File: src/rtl/ex_mem_skid.sv
// EX/MEM boundary register with a two-entry skid buffer (main + skid).
// Latency: one cycle from accept to presentation on the outputs.
// Backpressure: in_ready is registered (!skid valid); absorbs one bundle after out_ready falls.
module ex_mem_skid #(
    parameter int DATA_W = 32,
    parameter int REG_W  = 5
) (
    input  logic              Clk,
    input  logic              Rst_n,
    input  logic              Flush,
    input  logic              in_valid,
    output logic              in_ready,
    input  logic              MemWrite_in,
    input  logic              MemRead_in,
    input  logic              Branch_in,
    input  logic              MemtoReg_in,
    input  logic              RegWrite_in,
    input  logic              Zero_in,
    input  logic [DATA_W-1:0] ALUResult_in,
    input  logic [DATA_W-1:0] ReadData2_in,
    input  logic [REG_W-1:0]  WriteReg_in,
    input  logic [DATA_W-1:0] BranchTarget_in,
    output logic              out_valid,
    input  logic              out_ready,
    output logic              MemWrite_out,
    output logic              MemRead_out,
    output logic              Branch_out,
    output logic              MemtoReg_out,
    output logic              RegWrite_out,
    output logic              Zero_out,
    output logic [DATA_W-1:0] ALUResult_out,
    output logic [DATA_W-1:0] ReadData2_out,
    output logic [DATA_W-1:0] BranchTarget_out,
    output logic [REG_W-1:0]  WriteReg_out
);

    typedef struct packed {
        logic              memWrite;
        logic              memRead;
        logic              branch;
        logic              memtoReg;
        logic              regWrite;
        logic              zero;
        logic [DATA_W-1:0] aluResult;
        logic [DATA_W-1:0] readData2;
        logic [DATA_W-1:0] branchTarget;
        logic [REG_W-1:0]  writeReg;
    } bundle_t;

    bundle_t inBundle;
    bundle_t mainQ;
    bundle_t skidQ;
    logic    mV;
    logic    sV;
    logic    accept;
    logic    pop;

    assign inBundle = '{
        memWrite:     MemWrite_in,
        memRead:      MemRead_in,
        branch:       Branch_in,
        memtoReg:     MemtoReg_in,
        regWrite:     RegWrite_in,
        zero:         Zero_in,
        aluResult:    ALUResult_in,
        readData2:    ReadData2_in,
        branchTarget: BranchTarget_in,
        writeReg:     WriteReg_in
    };

    assign in_ready  = !sV;
    assign out_valid = mV;
    assign accept    = in_valid & in_ready & !Flush;
    assign pop       = mV & out_ready;

    always_ff @(posedge Clk or negedge Rst_n) begin
        if (!Rst_n) begin
            mV    <= 1'b0;
            sV    <= 1'b0;
            mainQ <= '0;
            skidQ <= '0;
        end else if (Flush) begin
            // Payload registers keep their contents; only the valid bits squash.
            mV <= 1'b0;
            sV <= 1'b0;
        end else if (!mV) begin
            if (accept) begin
                mainQ <= inBundle;
                mV    <= 1'b1;
            end
        end else if (pop) begin
            if (sV) begin
                mainQ <= skidQ;
                sV    <= 1'b0;
            end else if (accept) begin
                mainQ <= inBundle;
            end else begin
                mV <= 1'b0;
            end
        end else if (!sV && accept) begin
            skidQ <= inBundle;
            sV    <= 1'b1;
        end
    end

    // Side-effecting controls are gated so an empty slot is a true bubble.
    assign MemWrite_out     = mainQ.memWrite & mV;
    assign MemRead_out      = mainQ.memRead & mV;
    assign Branch_out       = mainQ.branch & mV;
    assign RegWrite_out     = mainQ.regWrite & mV;
    assign MemtoReg_out     = mainQ.memtoReg;
    assign Zero_out         = mainQ.zero;
    assign ALUResult_out    = mainQ.aluResult;
    assign ReadData2_out    = mainQ.readData2;
    assign BranchTarget_out = mainQ.branchTarget;
    assign WriteReg_out     = mainQ.writeReg;

endmodule

File: config.mk
export PLATFORM = sky130hd
export DESIGN_NAME = ex_mem_skid
export DESIGN_NICKNAME = d
export VERILOG_FILES = /design/src/rtl/ex_mem_skid.sv
export SDC_FILE = /design/constraint.sdc
export NUM_CORES = 1
export LEC_CHECK = 0
export BUFFER_PORTS_ARGS = -buffer_cell sky130_fd_sc_hd__buf_4
export CAP_MARGIN = 40
export CORE_MARGIN = 3
export CORE_UTILIZATION = 50
export CTS_BUF_LIST = sky130_fd_sc_hd__clkbuf_8
export CTS_CLUSTER_SIZE = 10
export DETAILED_ROUTE_END_ITERATION = 10
export HOLD_SLACK_MARGIN = 0.05
export PLACE_DENSITY = 0.77
export SYNTH_ARGS = -nofsm -noshare
export SYNTH_HDL_FRONTEND = slang
export SYNTH_SLANG_ARGS = --single-unit
File: constraint.sdc
create_clock -name Clk -period 4.2 [get_ports Clk]
set_input_delay 0.63 -clock Clk [delete_from_list [all_inputs] [get_ports Clk]]
set_output_delay 0.63 -clock Clk [all_outputs]
set_load 0.02 [all_outputs]
# == Yosys cells after proc, flatten, opt, wreduce, memory -nomap -nowiden ==
# Index checks and enable logic that the tools add are counted.
# totals
register_bits,216
input_bits,112
output_inout_bits,109
word_cells,53
# classes
n_eq_ne,1
n_mux,13
bitwise,9
n_reduce_logical,8
# op_table
op,count
$mux 107,4
$mux 1,9
$and 1x1->1,7
$reduce_and 2->1,2
$reduce_and 4->1,1
$reduce_bool 3->1,1
$logic_not 1->1,2
$ne 2x1->1 const B,1
$not 1->1,2
$reduce_bool 2->1,1
$logic_and 1x1->1,1

# == Longest topological paths before layout ==
# Gate-level depths: netlist (run 1).
# logic_depth
depth_word,8
depth_mapped,7
ltp_nobuf,3

# == Worst setup path before layout (run 1) ==
# Ideal clock, no wire load.
# synth_path
path_kind,in2reg
start,input Flush
end,register skidQ[70] (netlist name)
setup_ns,0.125
arrival_time_ns,2.169
slack_ns,1.906
path_stages,7
path_buffers,4
cell_sequence,or3b_1 buf_2 or3b_1 buf_2 buf_6 buf_6 mux2_4
# synth_between
elab_chain_cells,4
# synth_lines
item,line,rtl
from (decl),10,"input logic Flush,"
$logic_not 1->1,73,assign accept = in_valid & in_ready & !Flush;
$and 1x1->1,73,
$logic_and 1x1->1,100,end else if (!sV && accept) begin
$reduce_and 4->1 (no source line) *,-,
to (signal assigned),101,skidQ <= inBundle;
to (decl),52,bundle_t skidQ;
# Mark *: on every way between the ends. The rest lies on a longest branch, timed or not.
# A chain may end at the register's enable or synchronous reset.

# == Worst setup path after layout (run 1) ==
# layout_path
start,register mV (netlist: out_valid)
end,"register mainQ, in the netlist ALUResult_out[14]"
# layout_between
elab_chain_cells,3
# layout_lines
item,line,rtl
from (decl),53,logic mV;
from (signal assigned),78,mV <= 1'b0;
from (signal assigned),84,mV <= 1'b0;
from (signal assigned),89,mV <= 1'b1;
$and 1x1->1,74,assign pop = mV & out_ready;
$ne 2x1->1 (no source line),-,
$reduce_and 2->1 (no source line),-,
to (signal assigned),88,mainQ <= inBundle;
to (signal assigned),93,mainQ <= skidQ;
to (signal assigned),96,mainQ <= inBundle;
to (decl),51,bundle_t mainQ;
# Parallel ways exist; a longest one is shown, timed or not.

==> results of run 1 <==
cells by family after synthesis:
family | after synthesis
AND/OR/NAND/NOR | 10
AO/OA/AOI/OAI | 219
multiplexers | 107
flip-flops | 216
buffers and inverters | 161
final cells by class:
| class | count | area share (%) |
|---|---|---|
| clock buffer | 46 | 5.62 |
| clock inverter | 18 | 0.678 |
| inverter | 2 | 0.0667 |
| multi-input combinational | 336 | 27.1 |
| sequential | 216 | 48.0 |
| tap | 229 | 2.54 |
| timing repair buffer | 233 | 16.0 |
state kept, by name, indices dropped and copies added, names as in the netlist:
register and cells:
ALUResult_out 32, BranchTarget_out 32, MemtoReg_out 1, ReadData2_out 32, WriteReg_out 5, Zero_out 1, mainQ 4, out_valid 1
sV 1, skidQ 107
cells in the mapped netlist:
| cell | n | share of area, % |
|---|---|---|
| nor2_1 | 1 | 0.040 |
| a211oi_2 | 1 | 0.13 |
| and2_1 | 4 | 0.26 |
| buf_6 | 4 | 0.48 |
| dfrtp_1 | 216 | 57 |
| nor2b_1 | 1 | 0.066 |
| mux2_4 | 30 | 4.8 |
| a211oi_1 | 1 | 0.079 |
| mux2_2 | 77 | 9.2 |
| nand2_1 | 1 | 0.040 |
| a21oi_1 | 2 | 0.11 |
| or3b_1 | 2 | 0.19 |
| inv_1 | 2 | 0.079 |
| buf_2 | 13 | 0.69 |
| buf_4 | 101 | 8.0 |
| buf_1 | 1 | 0.040 |
| clkbuf_1 | 40 | 1.6 |
| o22ai_1 | 107 | 7.1 |
| nand2b_1 | 1 | 0.066 |
| o21ai_0 | 1 | 0.053 |
| a2bb2oi_1 | 107 | 9.9 |
per-layer routing:
metal / part of all wire, % / vias up / global-route usage [%]
li1: - / 2815 / -
met2: 48 / 188 / 32.9
met3: 5.4 / 28 / 4.56
met4: 1.4 / 0 / 5.80
met5: 0 / - / 0
met1: 45 / 3251 / 30.5
worst max-delay path, stage by stage, from the launching register on:
cell       delay [ps]
dfrtp_1           580
nand2_4           410
a211oi_4          700
buf_4             640
buf_12            320
a2bb2oi_1         200
per-stage QoR:
step                      area, um2  std cells  util, %
after floorplan                9460        713        -
after global placement        10500       1013     57.4
after detailed placement      10500       1015     57.7
after CTS                     11300       1080     61.6
after global routing          11300       1080     61.6
final                         11300       1080     61.6
power by group through the flow:
stage,Clock [mW],Sequential [mW],Combinational [mW]
floorplan,0,2.77,1.09
CTS,1.85,2.83,1.38
detailed placement,0,2.85,1.38
finish,1.80,2.84,1.36
global route,1.95,2.89,1.46
global placement,0,2.83,1.34
worst min-delay path by stage:
stage	end	slack [ps]
4_1_cts	sV	300
3_5_place_dp	skidQ[50]	440
3_3_place_gp	skidQ[55]	490
6_report	sV	340
2_1_floorplan	ALUResult_out[0]	330
5_1_grt	sV	330
timing repair:
| item | 4_1_cts | 5_1_grt |
|---|---|---|
| setup endpoints to repair | 0 | 0 |
| hold buffers | 1 | 0 |
| hold endpoints to repair | 1 | 0 |
==> impl_metrics.yaml, run 1 <==
power:
  p_leak_nw: 5.17
  intPower_mw: 4.29
  power_density_mw_per_mm2: 533
  p_comb_share_pct: 22.7
  clkPwrFrac_pct: 30.0
  power.switching_mw: 1.71
  total_power_mw: 6.00
  p_seq_share_pct: 47.2
  switching_share_pct: 28.5
  irDropWorstVdd_mv: 0.298
global_routing:
  grt_max_degree: 108
  grt_usage_pct: 21.2
  grt_pass1_wl_um: 35100
  antenna_found_initial: 0
  overflow: 0
  grt_pass1_vias: 6433
logic_synthesis:
  netlist_area_mm2: 0.00946
  synth_top_family_by_area: "compound AO/OA/AOI/OAI gates"
  synthCells: 713
  synth_fa_ha_area_share_pct: 0
  ys_seq_elements: 216
  synthXorXnorAreaFrac_pct: 0
  synthesis.nets: 825
  yosysUniqueCellTypes: 21
  syn_area_per_cell_um2: 13.3
  yosys.area_share.simple_pct: 0.662
  yosysWarnings: 0
  synth_compound_area_share_pct: 17.4
  synthMuxAreaShare_pct: 13.9
  synth_seq_area_share_pct: 57.2
worst_setup_path:
  rr_worst_depth: 5
  crit_path_end: "ALUResult_out[14]"
  cp-startpoint: "out_valid"
  critical_path_arrival_ps: 3390
  cp-start-kind: "flip-flop"
  r2r_slack_ps: 1220
  crit_required_ps: 4610
  crit_type: "flip-flop to flip-flop"
  rr_startpoint: "out_valid"
  end_kind: "flip-flop"
  reg2reg_to: "ALUResult_out[14]"
  cp_max_fo: 52
placement:
  io_buffers: 220
  hpwl_um: 13600
  place.gp.congestion: 0.751
  place_ws_ps: 1210
finish:
  num-nets-final: 939
  syn_to_final_growth_pct: 19.1
  n_fill_cell: 1448
  final_common_cell: "buf_4"
  layout_common_cells: "buf_4 (228), dfrtp_1 (216), o22ai_1 (107), a2bb2oi_1 (107), mux2_2 (77)"
  antenna_cells: 0
  multi_input_comb_area_mm2: 0.00305
  drive_gt1_share_pct: 46.3
  seq_area_mm2: 0.00541
sta:
  period_minus_slack_ps: 2980
  hold_viol: 0
  period_share_pct: 71.0
  max-slew-margin-rel_pct: 49.1
  setup_viol: 0
  setup_tns_ps: 0
  whs_ps: 340
  grt_setup_unrepaired: "false"
  clock_skew_ps: 12.5
  drv_slew: 0
  worst_slack_ps: 1220
  worst_slew_pin_slew_ps: 764
  max_freq_mhz: 336
route:
  wl_per_cell_um: 20.7
  dr.pass1.iters: 4
  ant_nets: 0
  drcViolationCount: 0
  viasPerCell: 5.82
  drtIter0Drc: 238
  routed_wl_um: 22400
  vias: 6282
floorplan:
  start_util_pct: 51.8
  ios: 221
  fp.dieH_um: 144
  core_area_mm2: 0.0183
  rows: 49
  die-area_mm2: 0.0206
  dieWidth_um: 144
run:
  drv_cap: 0
status:
  status: "complete, no violations"
clock_network:
  cts_tree: "built"
  clk_pin_slew_worst_paths_ps: 60
  h-tree-depth: 2
  post_cts_buffers: 0
  numCtsBuffers: 38
  clock_latency_ps: 500
  cts.sink_count: 216
  root_buffer: "clkbuf_8"
  cts-resized-gates: 0
  clockBufferDepth: 3
hold_path:
  hp-start: "out_ready"
  hold_path_depth: 2
  min_path_type: "input port to flip-flop"
Power figures use the tool's default switching activity.
==> inputs of run 2 (changes only) <==
ABC_AREA = 1   (was not set)
PLACE_DENSITY = 0.75   (was 0.77)
clock period = 2.8 ns   (was 4.2 ns; I/O delays follow)
==> run 2 against run 1 <==
Net effect: total power rose by 54%; clock skew fell by 1.1 ps; critical path depth shrank 2; worst hold slack got worse by 210 ps; via count up 48%.
==> impl_metrics.yaml, run 2 <==
worst_setup_path:
  r2r_slack_ps: 780
  path_cells: "inv_4 -> buf_4 -> buf_4"
  critPathBufInv: 3
  rr_startpoint: "out_valid"
  end_kind: "output pin"
  rr_worst_depth: 6
  cp-startpoint: "sV"
  cp-start-kind: "flip-flop"
  slowest_stage: "buf_4"
  crit_top_cell: "buf_4"
  reg2reg_to: "skidQ[99]"
  max_stage_delay_ps: 500
  cp_max_fo: 50
  crit_family: "buffers and inverters"
  critical_path_arrival_ps: 1830
  crit_type: "flip-flop to output pin"
  crit_required_ps: 2380
clock_network:
  root_buffer: "clkbuf_8"
  clock_latency_ps: 510
  cts_tree: "built"
  clk_pin_slew_worst_paths_ps: 60
  h-tree-depth: 2
  cts.sink_count: 216
  clockBufferDepth: 3
  numCtsBuffers: 39
  cts-resized-gates: 0
logic_synthesis:
  yosysWarnings: 0
  yosys.area.top_type: "dfrtp_1"
  synthTopCellsByCount: "nand2_1 (542), inv_1 (327), dfrtp_1 (216)"
  synthCells: 1598
  ys.flop_type: "dfrtp_1"
  ys_seq_elements: 216
  synth_edf_count: 0
  synthTopCellsByArea: "dfrtp_1 (47%), nand2_1 (18%), inv_1 (11%)"
  synth_async_sr_flop_share_pct: 100
  synth.most_common_cell: "nand2_1"
  synth_seq_area_share_pct: 46.6
  syn_area_per_cell_um2: 7.26
  synthesis.nets: 1710
  netlist_area_mm2: 0.0116
  yosysUniqueCellTypes: 18
  synth_top_area_share_pct: 46.6
route:
  ant_nets: 0
  drcViolationCount: 0
  dr.pass1.iters: 4
  drtIter0Drc: 621
  vias: 9319
  routed_wl_um: 26900
  wl_per_cell_um: 13.4
  viasPerCell: 4.65
global_routing:
  grt_pass1_wl_um: 44300
  grt_pass1_vias: 9178
  overflow: 0
  grt_usage_pct: 21.6
  antenna_found_initial: 1
  grt_max_degree: 116
finish:
  final_common_cell: "nand2_1"
  layout_common_cells: "nand2_1 (542), inv_1 (337), buf_4 (226)"
  top_register: "skidQ"
  syn_to_final_growth_pct: 16.5
  largest_register_ffs: 107
  num-nets-final: 1806
  drive_gt1_share_pct: 21.7
  instances_no_fill: 2003
run:
  drv_cap: 0
floorplan:
  core_area_mm2: 0.0227
  fp.dieH_um: 158
  die-area_mm2: 0.0251
  dieWidth_um: 158
  ios: 221
  rows: 55
  start_util_pct: 51.1
placement:
  place_inst: 1937
  hpwl_um: 16500
  io_buffers: 220
  place_ws_ps: 851
  place.gp.congestion: 0.807
power:
  p_leak_nw: 8.24
  total_power_mw: 9.25
  power_density_mw_per_mm2: 684
  irDropWorstVdd_mv: 0.359
sta:
  max_freq_mhz: 445
  grt_setup_unrepaired: "false"
  worst_slew_pin_slew_ps: 715
  period_share_pct: 80.3
  max-slew-margin-rel_pct: 52.3
  drv_slew: 0
  hold_viol: 0
  setup_tns_ps: 0
  period_minus_slack_ps: 2250
  clock_skew_ps: 11.4
  setup_viol: 0
  worst_slack_ps: 552
hold_path:
  worstHoldEndpoint: "sV"
  min_path_type: "input port to flip-flop"
  hold_path_depth: 2
  hp-start: "Flush"
status:
  status: "complete, no violations"
-- run 2: cells by family (layout without fill, tap and decap cells) --
group / after synthesis / count (layout) / synth area share [%]
simple gates: 765 / 765 / 28.5
buf+inv: 509 / 628 / 20.2
flops: 216 / 216 / 46.6
compound gates: 108 / 108 / 4.66
other cells: 0 / 1 / 0
-- run 2: layout make-up --
cell class / instances / area [um2]
diodes: 1 / 2.50
clock buffers: 52 / 716
clock inverters: 12 / 72.6
fillers: 2117 / 9200
inverters: 329 / 1240
multi-input cells: 873 / 3860
flip-flops and latches: 216 / 5410
well taps: 285 / 357
repair buffers: 235 / 1860
-- run 2: worst max path at each step --
stage | end | slack (ps) | depth (start not counted)
6_report | in_ready | 550 | 3
3_5_place_dp | skidQ[36] | 850 | 6
2_1_floorplan | ReadData2_out[11] | 1250 | 8
4_1_cts | in_ready | 540 | 3
5_1_grt | in_ready | 480 | 3
3_3_place_gp | skidQ[36] | 890 | 6
-- run 2: power by group --
group | total (mW) | internal [mW] | switching [mW]
combinational | 2.11 | 0.894 | 1.22
sequential | 4.14 | 3.78 | 0.360
clock | 3.00 | 1.73 | 1.27
total | 9.25 | 6.40 | 2.85
-- run 2: worst reg2reg max path, stage by stage (launching register included) --
cell,delay [ps]
dfrtp_1,500
inv_2,90
nor2_4,170
nand3_4,430
buf_12,420
nand2_1,190
o21ai_0,80
-- run 2: repair_timing --
action / CTS / global route
buffers inserted: 0 / 0
hold buffers: 1 / 0
endpoints found under the hold margin: 69 / 0
-- run 2: layer usage --
| metal | GRT usage (%) | routed length [um] | vias up |
|---|---|---|---|
| met3 | 4.59 | 2060 | 33 |
| met2 | 34.0 | 11900 | 288 |
| met5 | 0 | 0 | - |
| met1 | 30.5 | 12400 | 4254 |
| li1 | - | - | 4744 |
| met4 | 5.74 | 453 | 0 |
-- run 2: per-stage QoR --
stage,instance area [um2],hold WS (ps),utilization [%]
after floorplan,11600,124,-
after global placement,12700,426,56.0
after detailed placement,12700,426,56.0
after CTS,13500,94.1,59.5
after global routing,13500,109,59.5
final,13500,131,59.5
==> inputs of run 3 (changes only) <==
clock period = 2.2 ns   (was 2.8 ns; I/O delays follow)
==> run 3 against run 2 <==
Net effect: largest power group unchanged; non-clock buffer count is 9 higher; worst hold slack worse by 48 ps; count of clock-buffer cells in the layout is 1 higher; critical path type unchanged; highest routed layer unchanged; sequential power is 27% higher.
==> impl_metrics.yaml, run 3 (synthesized netlist as in run 2, its figures left out) <==
run:
  drv_cap: 0
sta:
  grt_setup_unrepaired: "false"
  period_minus_slack_ps: 2090
  period_share_pct: 95.0
  max_freq_mhz: 478
  clock_skew_ps: 15.3
  max-slew-margin-rel_pct: 63.0
  drv_slew: 0
  setup_viol: 0
  setup_tns_ps: 0
  worst_slew_pin_slew_ps: 555
  hold_viol: 0
clock_network:
  clock_latency_ps: 520
  numCtsBuffers: 38
  root_buffer: "clkbuf_8"
  cts_tree: "built"
  post_cts_buffers: 0
  cts.sink_count: 216
  clk_pin_slew_worst_paths_ps: 60
  h-tree-depth: 2
  clockBufferDepth: 3
finish:
  top_register: "skidQ"
  drive_gt1_share_pct: 21.8
  num-nets-final: 1814
  antenna_cells: 0
  layout_common_cells: "nand2_1 (542), inv_1 (339), buf_4 (223)"
  final_common_cell: "nand2_1"
  largest_register_ffs: 107
  final_cell_area_mm2: 0.0137
  syn_to_final_growth_pct: 17.9
global_routing:
  overflow: 0
  antenna_found_initial: 0
  grt_pass1_wl_um: 44400
  grt_usage_pct: 21.4
  grt_max_degree: 108
  grt_pass1_vias: 9304
worst_setup_path:
  end_kind: "output pin"
  cp_max_fo: 66
  reg2reg_to: "skidQ[99]"
  crit_required_ps: 1870
  r2r_slack_ps: 440
  rr_worst_depth: 6
  rr_startpoint: "out_valid"
  crit_type: "flip-flop to output pin"
  cp-start-kind: "flip-flop"
  critical_path_arrival_ps: 1760
floorplan:
  ios: 221
  dieWidth_um: 158
  fp.dieH_um: 158
  die-area_mm2: 0.0251
  start_util_pct: 51.1
  rows: 55
  core_area_mm2: 0.0227
hold_path:
  hp-start: "BranchTarget_in[18]"
  min_path_type: "input port to flip-flop"
  hold_path_depth: 3
  worstHoldEndpoint: "skidQ[23]"
route:
  viasPerCell: 4.71
  ant_nets: 0
  routed_wl_um: 26600
  drcViolationCount: 0
  wl_per_cell_um: 13.2
  drtIter0Drc: 586
  dr.pass1.iters: 5
  vias: 9504
status:
  status: "complete, no violations"
power:
  p_leak_nw: 8.32
  irDropWorstVdd_mv: 0.497
  power_density_mw_per_mm2: 860
placement:
  hpwl_um: 16600
  place.gp.congestion: 0.768
  io_buffers: 220
  place_area_mm2: 0.0128
==> run 3: what timing repair did <==
item / in CTS / in global routing
endpoints found under the setup margin: 0 / 1
hold endpoints to repair: 71 / 0
gates resized for setup: 0 / 1
hold buffers: 8 / 0
==> run 3: stage by stage <==
stage	hold WS [ps]	util, %	setup slack (ps)	power, mW	instances
global placement	332	56.3	520	7.93	1939
global route	59.0	60.2	11.8	12.5	2016
finish	82.6	60.2	110	11.8	2016
CTS	50.3	60.2	63.4	11.9	2016
floorplan	34.4	-	647	7.33	1598
detailed placement	337	56.3	456	8.04	1939
==> run 3: layout make-up <==
class,instances,area (um2)
Sequential cell,216,5410
Tap cell,285,357
Timing Repair Buffer,244,2020
Multi-Input combinational cell,873,3860
Clock buffer,53,729
Clock inverter,16,65.1
Inverter,329,1240
Fill cell,2048,9040
==> run 3: worst max-delay path, stage by stage, from the launching register on <==
cell and delay (ps):
dfrtp_1 430, inv_4 250, buf_16 310, buf_4 210
==> run 3: worst max path at each step <==
stage                          from  slack [ps]  depth (start not counted)                 to
after floorplan           out_valid         650                          8  ReadData2_out[11]
after global placement    out_valid         520                          6          skidQ[36]
after detailed placement  out_valid         460                          6         skidQ[100]
after CTS                        sV          60                          3           in_ready
after global routing             sV          10                          3           in_ready
final                            sV         110                          3           in_ready
==> run 3: where the power goes <==
| part | switching [mW] | total, mW | internal, mW |
|---|---|---|---|
| clock network | 1.65 | 3.79 | 2.13 |
| registers | 0.444 | 5.25 | 4.81 |
| logic | 1.56 | 2.72 | 1.16 |
| total | 3.66 | 11.8 | 8.10 |
==> run 3: routing by layer <==
layer / share of wire [%] / GRT usage [%]
met5: 0 / 0
met4: 2.0 / 6.06
met3: 7.7 / 5.03
met2: 45 / 34.0
met1: 45 / 29.7
